$ cat src/rtl/i2s_fir_mac_nch_if.sv
// rtl/i2s_fir_mac_nch_if.sv - sample, coefficient and output signal bundle for i2s_fir_mac_nch
interface i2s_fir_mac_nch_if #(
  parameter int DATA_WIDTH = 16,
  parameter int COEF_WIDTH = 16,
  parameter int TAPS       = 31,
  parameter int NUM_CH     = 2
);
  localparam int CW = (NUM_CH > 1) ? $clog2(NUM_CH) : 1;
  localparam int AW = $clog2(TAPS);

  logic                  in_vld;
  logic                  in_rdy;
  logic [CW-1:0]         in_ch;
  logic [DATA_WIDTH-1:0] in_data;
  logic                  coef_we;
  logic [AW-1:0]         coef_addr;
  logic [COEF_WIDTH-1:0] coef_wdata;
  logic                  out_vld;
  logic [CW-1:0]         out_ch;
  logic [DATA_WIDTH-1:0] out_data;
  logic                  sat_flag;

  modport master (
    output in_vld, in_ch, in_data, coef_we, coef_addr, coef_wdata,
    input  in_rdy, out_vld, out_ch, out_data, sat_flag
  );

  modport slave (
    input  in_vld, in_ch, in_data, coef_we, coef_addr, coef_wdata,
    output in_rdy, out_vld, out_ch, out_data, sat_flag
  );
endinterface

$ cat src/rtl/i2s_fir_mac_nch.sv
// rtl/i2s_fir_mac_nch.sv - N-channel time-multiplexed FIR with one shared MAC, rounding and saturation
module i2s_fir_mac_nch #(
  parameter int DATA_WIDTH = 16,
  parameter int COEF_WIDTH = 16,
  parameter int TAPS       = 31,
  parameter int NUM_CH     = 2,
  parameter int ACC_WIDTH  = 40,
  parameter int OUT_SHIFT  = 15,
  parameter int GAIN_SHIFT = 1
) (
  input logic              sck,
  input logic              rst_n,
  i2s_fir_mac_nch_if.slave bus
);
  localparam int CW = (NUM_CH > 1) ? $clog2(NUM_CH) : 1;
  localparam int AW = $clog2(TAPS);
  localparam int PW = DATA_WIDTH + COEF_WIDTH;

  localparam logic [AW-1:0] LAST_IDX = AW'(TAPS - 1);
  localparam logic [AW:0]   TAPS_LIM = (AW + 1)'(TAPS);
  localparam logic [CW:0]   NCH_LIM  = (CW + 1)'(NUM_CH);

  // Half an output LSB, so the arithmetic shift rounds half up; no rounding when nothing is shifted out.
  localparam logic signed [ACC_WIDTH-1:0] RND =
    (OUT_SHIFT > 0) ? (ACC_WIDTH'(1) << ((OUT_SHIFT > 0) ? OUT_SHIFT - 1 : 0)) : '0;
  localparam logic signed [ACC_WIDTH-1:0] MAXV =
    {{(ACC_WIDTH - DATA_WIDTH + 1){1'b0}}, {(DATA_WIDTH - 1){1'b1}}};
  localparam logic signed [ACC_WIDTH-1:0] MINV =
    {{(ACC_WIDTH - DATA_WIDTH + 1){1'b1}}, {(DATA_WIDTH - 1){1'b0}}};

  typedef enum logic [1:0] {S_IDLE, S_MAC, S_ROUND} state_t;

  state_t                       state;
  logic signed [DATA_WIDTH-1:0] hist [NUM_CH][TAPS];
  logic signed [COEF_WIDTH-1:0] coef [TAPS];
  logic [AW-1:0]                wp   [NUM_CH];
  logic [AW-1:0]                rp;
  logic [AW-1:0]                k;
  logic [CW-1:0]                ch_r;
  logic signed [ACC_WIDTH-1:0]  acc;

  logic                  in_rdy_r;
  logic                  out_vld_r;
  logic [CW-1:0]         out_ch_r;
  logic [DATA_WIDTH-1:0] out_data_r;
  logic                  sat_r;

  logic                         accept;
  logic                         coef_wr_ok;
  logic signed [PW-1:0]         prod;
  logic signed [ACC_WIDTH-1:0]  prod_ext;
  logic signed [ACC_WIDTH-1:0]  rnd_sum;
  logic signed [ACC_WIDTH-1:0]  shifted;
  logic signed [ACC_WIDTH-1:0]  gained;
  logic                         sat_hi;
  logic                         sat_lo;
  logic [DATA_WIDTH-1:0]        sat_val;

  assign bus.in_rdy   = in_rdy_r;
  assign bus.out_vld  = out_vld_r;
  assign bus.out_ch   = out_ch_r;
  assign bus.out_data = out_data_r;
  assign bus.sat_flag = sat_r;

  // Sample acceptance and coefficient-write qualification; both only matter in IDLE.
  always_comb begin
    accept     = (state == S_IDLE) && bus.in_vld && ({1'b0, bus.in_ch} < NCH_LIM);
    coef_wr_ok = bus.coef_we && ({1'b0, bus.coef_addr} < TAPS_LIM);
  end

  // Shared multiplier for the current tap, plus the round / gain / clip path fed from the accumulator.
  always_comb begin
    prod     = hist[ch_r][rp] * coef[k];
    prod_ext = {{(ACC_WIDTH - PW){prod[PW-1]}}, prod};
    rnd_sum  = acc + RND;
    shifted  = rnd_sum >>> OUT_SHIFT;
    gained   = shifted <<< GAIN_SHIFT;
    sat_hi   = gained > MAXV;
    sat_lo   = gained < MINV;
    if (sat_hi) begin
      sat_val = MAXV[DATA_WIDTH-1:0];
    end else if (sat_lo) begin
      sat_val = MINV[DATA_WIDTH-1:0];
    end else begin
      sat_val = gained[DATA_WIDTH-1:0];
    end
  end

  // Control FSM with its datapath: accept into history, walk the taps, then round and publish.
  always_ff @(posedge sck or negedge rst_n) begin
    if (!rst_n) begin
      state      <= S_IDLE;
      in_rdy_r   <= 1'b1;
      out_vld_r  <= 1'b0;
      out_ch_r   <= '0;
      out_data_r <= '0;
      sat_r      <= 1'b0;
      acc        <= '0;
      k          <= '0;
      rp         <= '0;
      ch_r       <= '0;
      for (int c = 0; c < NUM_CH; c++) begin
        wp[c] <= '0;
        for (int t = 0; t < TAPS; t++) begin
          hist[c][t] <= '0;
        end
      end
      for (int t = 0; t < TAPS; t++) begin
        coef[t] <= '0;
      end
    end else begin
      out_vld_r <= 1'b0;
      sat_r     <= 1'b0;
      case (state)
        S_IDLE: begin
          if (coef_wr_ok) begin
            coef[bus.coef_addr] <= $signed(bus.coef_wdata);
          end
          if (accept) begin
            hist[bus.in_ch][wp[bus.in_ch]] <= $signed(bus.in_data);
            ch_r     <= bus.in_ch;
            rp       <= wp[bus.in_ch];
            k        <= '0;
            acc      <= '0;
            in_rdy_r <= 1'b0;
            state    <= S_MAC;
          end
        end
        S_MAC: begin
          acc <= acc + prod_ext;
          rp  <= (rp == LAST_IDX) ? '0 : rp + 1'b1;
          k   <= k + 1'b1;
          if (k == LAST_IDX) begin
            state <= S_ROUND;
          end
        end
        S_ROUND: begin
          out_data_r <= sat_val;
          out_ch_r   <= ch_r;
          sat_r      <= sat_hi | sat_lo;
          out_vld_r  <= 1'b1;
          wp[ch_r]   <= (wp[ch_r] == '0) ? LAST_IDX : wp[ch_r] - 1'b1;
          in_rdy_r   <= 1'b1;
          state      <= S_IDLE;
        end
        default: begin
          state <= S_IDLE;
        end
      endcase
    end
  end
endmodule

$ cat src/flat_wrapper.sv
// flat-port wrapper written by rule: the top's interface ports become plain ports
module i2s_fir_mac_nch_flat 
#(
  parameter int DATA_WIDTH = 16,
  parameter int COEF_WIDTH = 16,
  parameter int TAPS       = 31,
  parameter int NUM_CH     = 2,
  parameter int ACC_WIDTH  = 40,
  parameter int OUT_SHIFT  = 15,
  parameter int GAIN_SHIFT = 1
)
  (sck, rst_n, bus_in_vld, bus_in_ch, bus_in_data, bus_coef_we, bus_coef_addr, bus_coef_wdata, bus_in_rdy, bus_out_vld, bus_out_ch, bus_out_data, bus_sat_flag);
  i2s_fir_mac_nch_if #(.DATA_WIDTH(DATA_WIDTH), .COEF_WIDTH(COEF_WIDTH), .TAPS(TAPS), .NUM_CH(NUM_CH)) bus_i ();
  input logic sck;
  input logic rst_n;
  input wire logic [$bits(bus_i.in_vld)-1:0] bus_in_vld;
  input wire logic [$bits(bus_i.in_ch)-1:0] bus_in_ch;
  input wire logic [$bits(bus_i.in_data)-1:0] bus_in_data;
  input wire logic [$bits(bus_i.coef_we)-1:0] bus_coef_we;
  input wire logic [$bits(bus_i.coef_addr)-1:0] bus_coef_addr;
  input wire logic [$bits(bus_i.coef_wdata)-1:0] bus_coef_wdata;
  output wire logic [$bits(bus_i.in_rdy)-1:0] bus_in_rdy;
  output wire logic [$bits(bus_i.out_vld)-1:0] bus_out_vld;
  output wire logic [$bits(bus_i.out_ch)-1:0] bus_out_ch;
  output wire logic [$bits(bus_i.out_data)-1:0] bus_out_data;
  output wire logic [$bits(bus_i.sat_flag)-1:0] bus_sat_flag;
  assign bus_i.in_vld = bus_in_vld;
  assign bus_i.in_ch = bus_in_ch;
  assign bus_i.in_data = bus_in_data;
  assign bus_i.coef_we = bus_coef_we;
  assign bus_i.coef_addr = bus_coef_addr;
  assign bus_i.coef_wdata = bus_coef_wdata;
  assign bus_in_rdy = bus_i.in_rdy;
  assign bus_out_vld = bus_i.out_vld;
  assign bus_out_ch = bus_i.out_ch;
  assign bus_out_data = bus_i.out_data;
  assign bus_sat_flag = bus_i.sat_flag;
  i2s_fir_mac_nch #(.DATA_WIDTH(DATA_WIDTH), .COEF_WIDTH(COEF_WIDTH), .TAPS(TAPS), .NUM_CH(NUM_CH), .ACC_WIDTH(ACC_WIDTH), .OUT_SHIFT(OUT_SHIFT), .GAIN_SHIFT(GAIN_SHIFT)) u_core (.sck(sck), .rst_n(rst_n), .bus(bus_i));
endmodule
$ cat config.mk
export PLATFORM = sky130hd
export DESIGN_NAME = i2s_fir_mac_nch_flat
export DESIGN_NICKNAME = d
export VERILOG_FILES = /design/src/rtl/i2s_fir_mac_nch_if.sv /design/src/rtl/i2s_fir_mac_nch.sv /design/src/flat_wrapper.sv
export SDC_FILE = /design/constraint.sdc
export NUM_CORES = 2
export LEC_CHECK = 0
export CORE_MARGIN = 5
export CORE_UTILIZATION = 55
export DETAILED_ROUTE_END_ITERATION = 8
export PLACE_DENSITY = 0.71
export SYNTH_ARGS = -nofsm -noshare
export SYNTH_HDL_FRONTEND = slang
export SYNTH_SLANG_ARGS = --single-unit
$ cat constraint.sdc
create_clock -name sck -period 14.35 [get_ports sck]
set_input_delay 2.1525 -clock sck [delete_from_list [all_inputs] [get_ports sck]]
set_output_delay 2.1525 -clock sck [all_outputs]
set_load 0.005 [all_outputs]
==> impl_metrics.yaml <==
routing:
  first_iter_violations: 4068
  route.detailed.wl_per_inst_um: 25.6
  route.detailed.vias_per_inst: 6.14
  postRouteAntennaNets: 0
  num_vias: 50300
  total_wire_length_after_detailed_routing_um: 209000
  remaining_drc_errors: 0
  detailedRoute.firstPassIterationCount: 6
cells_and_area:
  top_library_cells_by_usage_in_the_layout_fill_and_taps_aside: "sky130_fd_sc_hd__dfrtp_1, sky130_fd_sc_hd__mux2_2, sky130_fd_sc_hd__inv_1"
  design_area_um2: 92200
  area_growth_pct: 9.01
  final_core_util_pct: 60.1
  fillCellCount: 11700
  layout.nets: 6492
  layout_commonest_cell: "sky130_fd_sc_hd__dfrtp_1"
  drive_gt1_share_pct: 38.8
synthesis:
  synth-edff-count: 0
  synth-warning-count: 0
  yosysSeqAreaShare_pct: 46.5
  yosys.area.top_type_share_pct: 46.4
  synth.top_cells.by_area: "sky130_fd_sc_hd__dfrtp_1, sky130_fd_sc_hd__mux2_2, sky130_fd_sc_hd__mux4_2"
  asyncSetResetFlopFracSynth_pct: 100
  dominantRegCellSynth: "sky130_fd_sc_hd__dfrtp_1"
  synth_area_um2: 84600
  ys_ff_latch: 1571
  synth_top_cell_by_area: "sky130_fd_sc_hd__dfrtp_1"
  synth_area_per_cell_um2: 13.9
  synth_cells: 6102
  postSynthNetCount: 6596
  synth.lib_cells_used.distinct: 94
sta:
  grt_setup_unrepaired: "false"
  layout_worst_path_cycle_share_pct: 70.8
  tns_ns: 0
  setup_viol: 0
  finalHoldViolations: 0
  report.final.slew_viol_count: 0
  timing.max_slew.rel_slack_pct: 12.1
  fmaxAchievable_ghz: 0.0984
  worstMarginPinSlew_ns: 1.31
  final.min_clock_period_ns: 10.16
  skew_ns: 0.0384
power_and_ir_drop:
  switchingPower_uw: 5630
  power.combinational.fraction_pct: 38.6
  internal_power_of_the_cells_uw: 9440
  power_per_cell_area_nw_per_um2: 163
  sw_frac_of_total_pct: 37.4
  leakagePower_uw: 0.0446
  clock_power_share_pct: 28.5
  share_seq_of_total_power_pct: 32.8
  power.ir.vdd_worst_mv: 0.129
critical_path:
  timing.setup.critical_path_class: "register to register"
  timing.critical_path.max_delay_family: "compound AO/OA/AOI/OAI gates"
  crit_fanout: 48
  crit_path_largest_cell_delay_ns: 1.00
  crit-reg2reg-capture: "u_core.acc[30]$_DFFE_PN0P_"
  setup.worst_path.end_class: "register"
  rrSetupSlack_ns: 4.19
  timing.critical_path.from_type: "register"
  critical-path-slowest-cell: "sky130_fd_sc_hd__a2111oi_0"
  worst-path-buf-inv: 3
  rr_worst_depth: 26
  worst-endpoint-arrival_ns: 10.82
  critical_path.most_common_cell: "sky130_fd_sc_hd__fa_1"
  cp_data_required_time_ns: 15.01
  critical_path.reg2reg.startpoint: "u_core.rp[0]$_DFFE_PN0P_"
clock_network:
  inserted_clock_buffers: 165
  clkLatencyLatePin_ns: 0.82
  cts_resized: 0
  cts_max_level: 4
  cts_tree: "done"
  ctsRootBufferMaster: "sky130_fd_sc_hd__clkbuf_16"
  worst_setup_hold_path_clk_slew_ns: 0.07
  post-cts-setup-buffer-count: 0
  clock_tree.buffer_depth: 3
  hold_buffers: 0
  cts.sinks: 1571
worst_hold_path:
  holdCritPathClass: "register to register"
  endpoint_worst_hold: "u_core.bus.in_rdy$_DFFE_PN1P_"
  worst_hold_path.num_cells: 2
  worstHoldStart: "u_core.bus.in_rdy$_DFFE_PN1P_"
grt:
  global_route.usage.total_pct: 26.2
  globalRoute.totalOverflow: 0
  first_pass_grt_wire_length_um: 328000
  via_count_of_the_first_global_routing_pass: 53300
  grt_max_degree: 188
  number_of_antenna_violations_at_the_first_check_in_global_routing: 12
floorplan:
  fp.dieH_um: 402
  core_area_um2: 154000
  die_width_um: 402
  floorplan.initialDensity_pct: 55.1
  design.die.area_um2: 162000
  boundaryPins: 62
  rows: 144
status:
  outcome: "finished clean"
job:
  drv_cap: 0
placement:
  finalWeightedCongestion: 0.887
  port_buffers: 61
  placed_cell_area_um2: 86700
  detailedPlacementHpwl_um: 131000
## logic make-up (layout without fill, tap and decap cells)
family | after synthesis | after routing | synth area share (%)
muxes | 2019 | 2019 | 31.6
and+or+nand+nor | 740 | 740 | 4.19
buffers and inverters | 867 | 895 | 4.45
DFF | 1571 | 1571 | 46.5
xor gates and xnor gates | 52 | 52 | 0.547
other | 0 | 8 | 0
adders and majority gates | 452 | 452 | 9.62
AOI/OAI and AO/OA | 401 | 401 | 3.17
## sequential cells by signal (all words and copies together) (netlist names), 2 cells and up
register	flops
u_core.bus.out_data	16
u_core.coef	496
u_core.wp	10
u_core.k	5
u_core.acc	40
u_core.hist	992
u_core.state	2
u_core.rp	5
## layer usage
| layer | track usage, % | vias up | wire length, um |
|---|---|---|---|
| met5 | 0 | - | 28 |
| met4 | 7.75 | 4 | 6450 |
| met3 | 4.95 | 335 | 12600 |
| met2 | 40.6 | 1417 | 97000 |
| met1 | 38.3 | 27100 | 93400 |
| li1 | - | 21400 | - |
## metrics by stage
| stage | total power, uW | cells | hold slack (ns) | setup WS, ns |
|---|---|---|---|---|
| 2_1_floorplan | 9340 | 6102 | 0.448 | 6.71 |
| 3_3_place_gp | 10700 | 7875 | 0.444 | 4.26 |
| 3_5_place_dp | 10800 | 7875 | 0.461 | 4.26 |
| 4_1_cts | 15100 | 8174 | 0.471 | 4.23 |
| 5_1_grt | 16000 | 8177 | 0.474 | 3.76 |
| 6_report | 15100 | 8182 | 0.463 | 4.19 |
## worst max path at each step
| stage | from | endpoint | slack, ns | cells after the start |
|---|---|---|---|---|
| after floorplan | u_core.k[1]$_DFFE_PN0P_ | u_core.acc[30]$_DFFE_PN0P_ | 6.71 | 27 |
| after global placement | u_core.ch_r$_DFFE_PN0P_ | u_core.acc[36]$_DFFE_PN0P_ | 4.26 | 26 |
| after detailed placement | u_core.ch_r$_DFFE_PN0P_ | u_core.acc[30]$_DFFE_PN0P_ | 4.26 | 26 |
| after CTS | u_core.ch_r$_DFFE_PN0P_ | u_core.acc[30]$_DFFE_PN0P_ | 4.23 | 26 |
| after global routing | u_core.ch_r$_DFFE_PN0P_ | u_core.acc[36]$_DFFE_PN0P_ | 3.76 | 29 |
| final | u_core.rp[0]$_DFFE_PN0P_ | u_core.acc[30]$_DFFE_PN0P_ | 4.19 | 26 |
## power groups by stage
stage	Sequential, uW	Clock (uW)	Combinational [uW]
5_1_grt	4980	4550	6430
6_report	4940	4300	5820
2_1_floorplan	4850	0	4480
3_5_place_dp	5020	0	5790
3_3_place_gp	5010	0	5690
4_1_cts	4940	4370	5820
## cells in the mapped netlist (16+ instances only)
master,instances
sky130_fd_sc_hd__buf_2,101
sky130_fd_sc_hd__fa_1,331
sky130_fd_sc_hd__mux2_2,1499
sky130_fd_sc_hd__a21o_1,23
sky130_fd_sc_hd__buf_1,24
sky130_fd_sc_hd__xor2_1,23
sky130_fd_sc_hd__a21oi_1,51
sky130_fd_sc_hd__buf_4,35
sky130_fd_sc_hd__nor3_1,19
sky130_fd_sc_hd__nand2_1,205
sky130_fd_sc_hd__inv_1,415
sky130_fd_sc_hd__nor2_1,240
sky130_fd_sc_hd__clkbuf_1,258
sky130_fd_sc_hd__a22o_1,17
sky130_fd_sc_hd__mux4_2,365
sky130_fd_sc_hd__nor2b_1,21
sky130_fd_sc_hd__nand3_1,69
sky130_fd_sc_hd__ha_1,121
sky130_fd_sc_hd__xnor2_1,28
sky130_fd_sc_hd__and2_1,19
sky130_fd_sc_hd__nand2b_1,43
sky130_fd_sc_hd__and3_1,16
sky130_fd_sc_hd__o22ai_1,40
sky130_fd_sc_hd__a31oi_1,18
sky130_fd_sc_hd__o221ai_1,30
sky130_fd_sc_hd__or2_2,29
sky130_fd_sc_hd__mux2i_1,148
sky130_fd_sc_hd__o21ai_0,118
sky130_fd_sc_hd__dfrtp_1,1570
## tightest hold or removal path, delay by kind of cell (launching register included)
kind | cells | cell delay [ns]
and+or+nand+nor | 2 | 0.10
DFF | 1 | 0.36
## area by class of cell
class                           count  area, um^2  share of cell area (%)
Inverter                          421        1580                    1.71
Tap cell                         2044        2560                    2.77
Multi-Input combinational cell   3664       41700                    45.2
Sequential cell                  1571       39300                    42.7
Timing Repair Buffer              175        1530                    1.66
Clock buffer                      255        4900                    5.31
Antenna cell                        8        20.0                  0.0217
Clock inverter                     44         604                   0.655
Note: power is estimated with default switching activity, not from simulation.
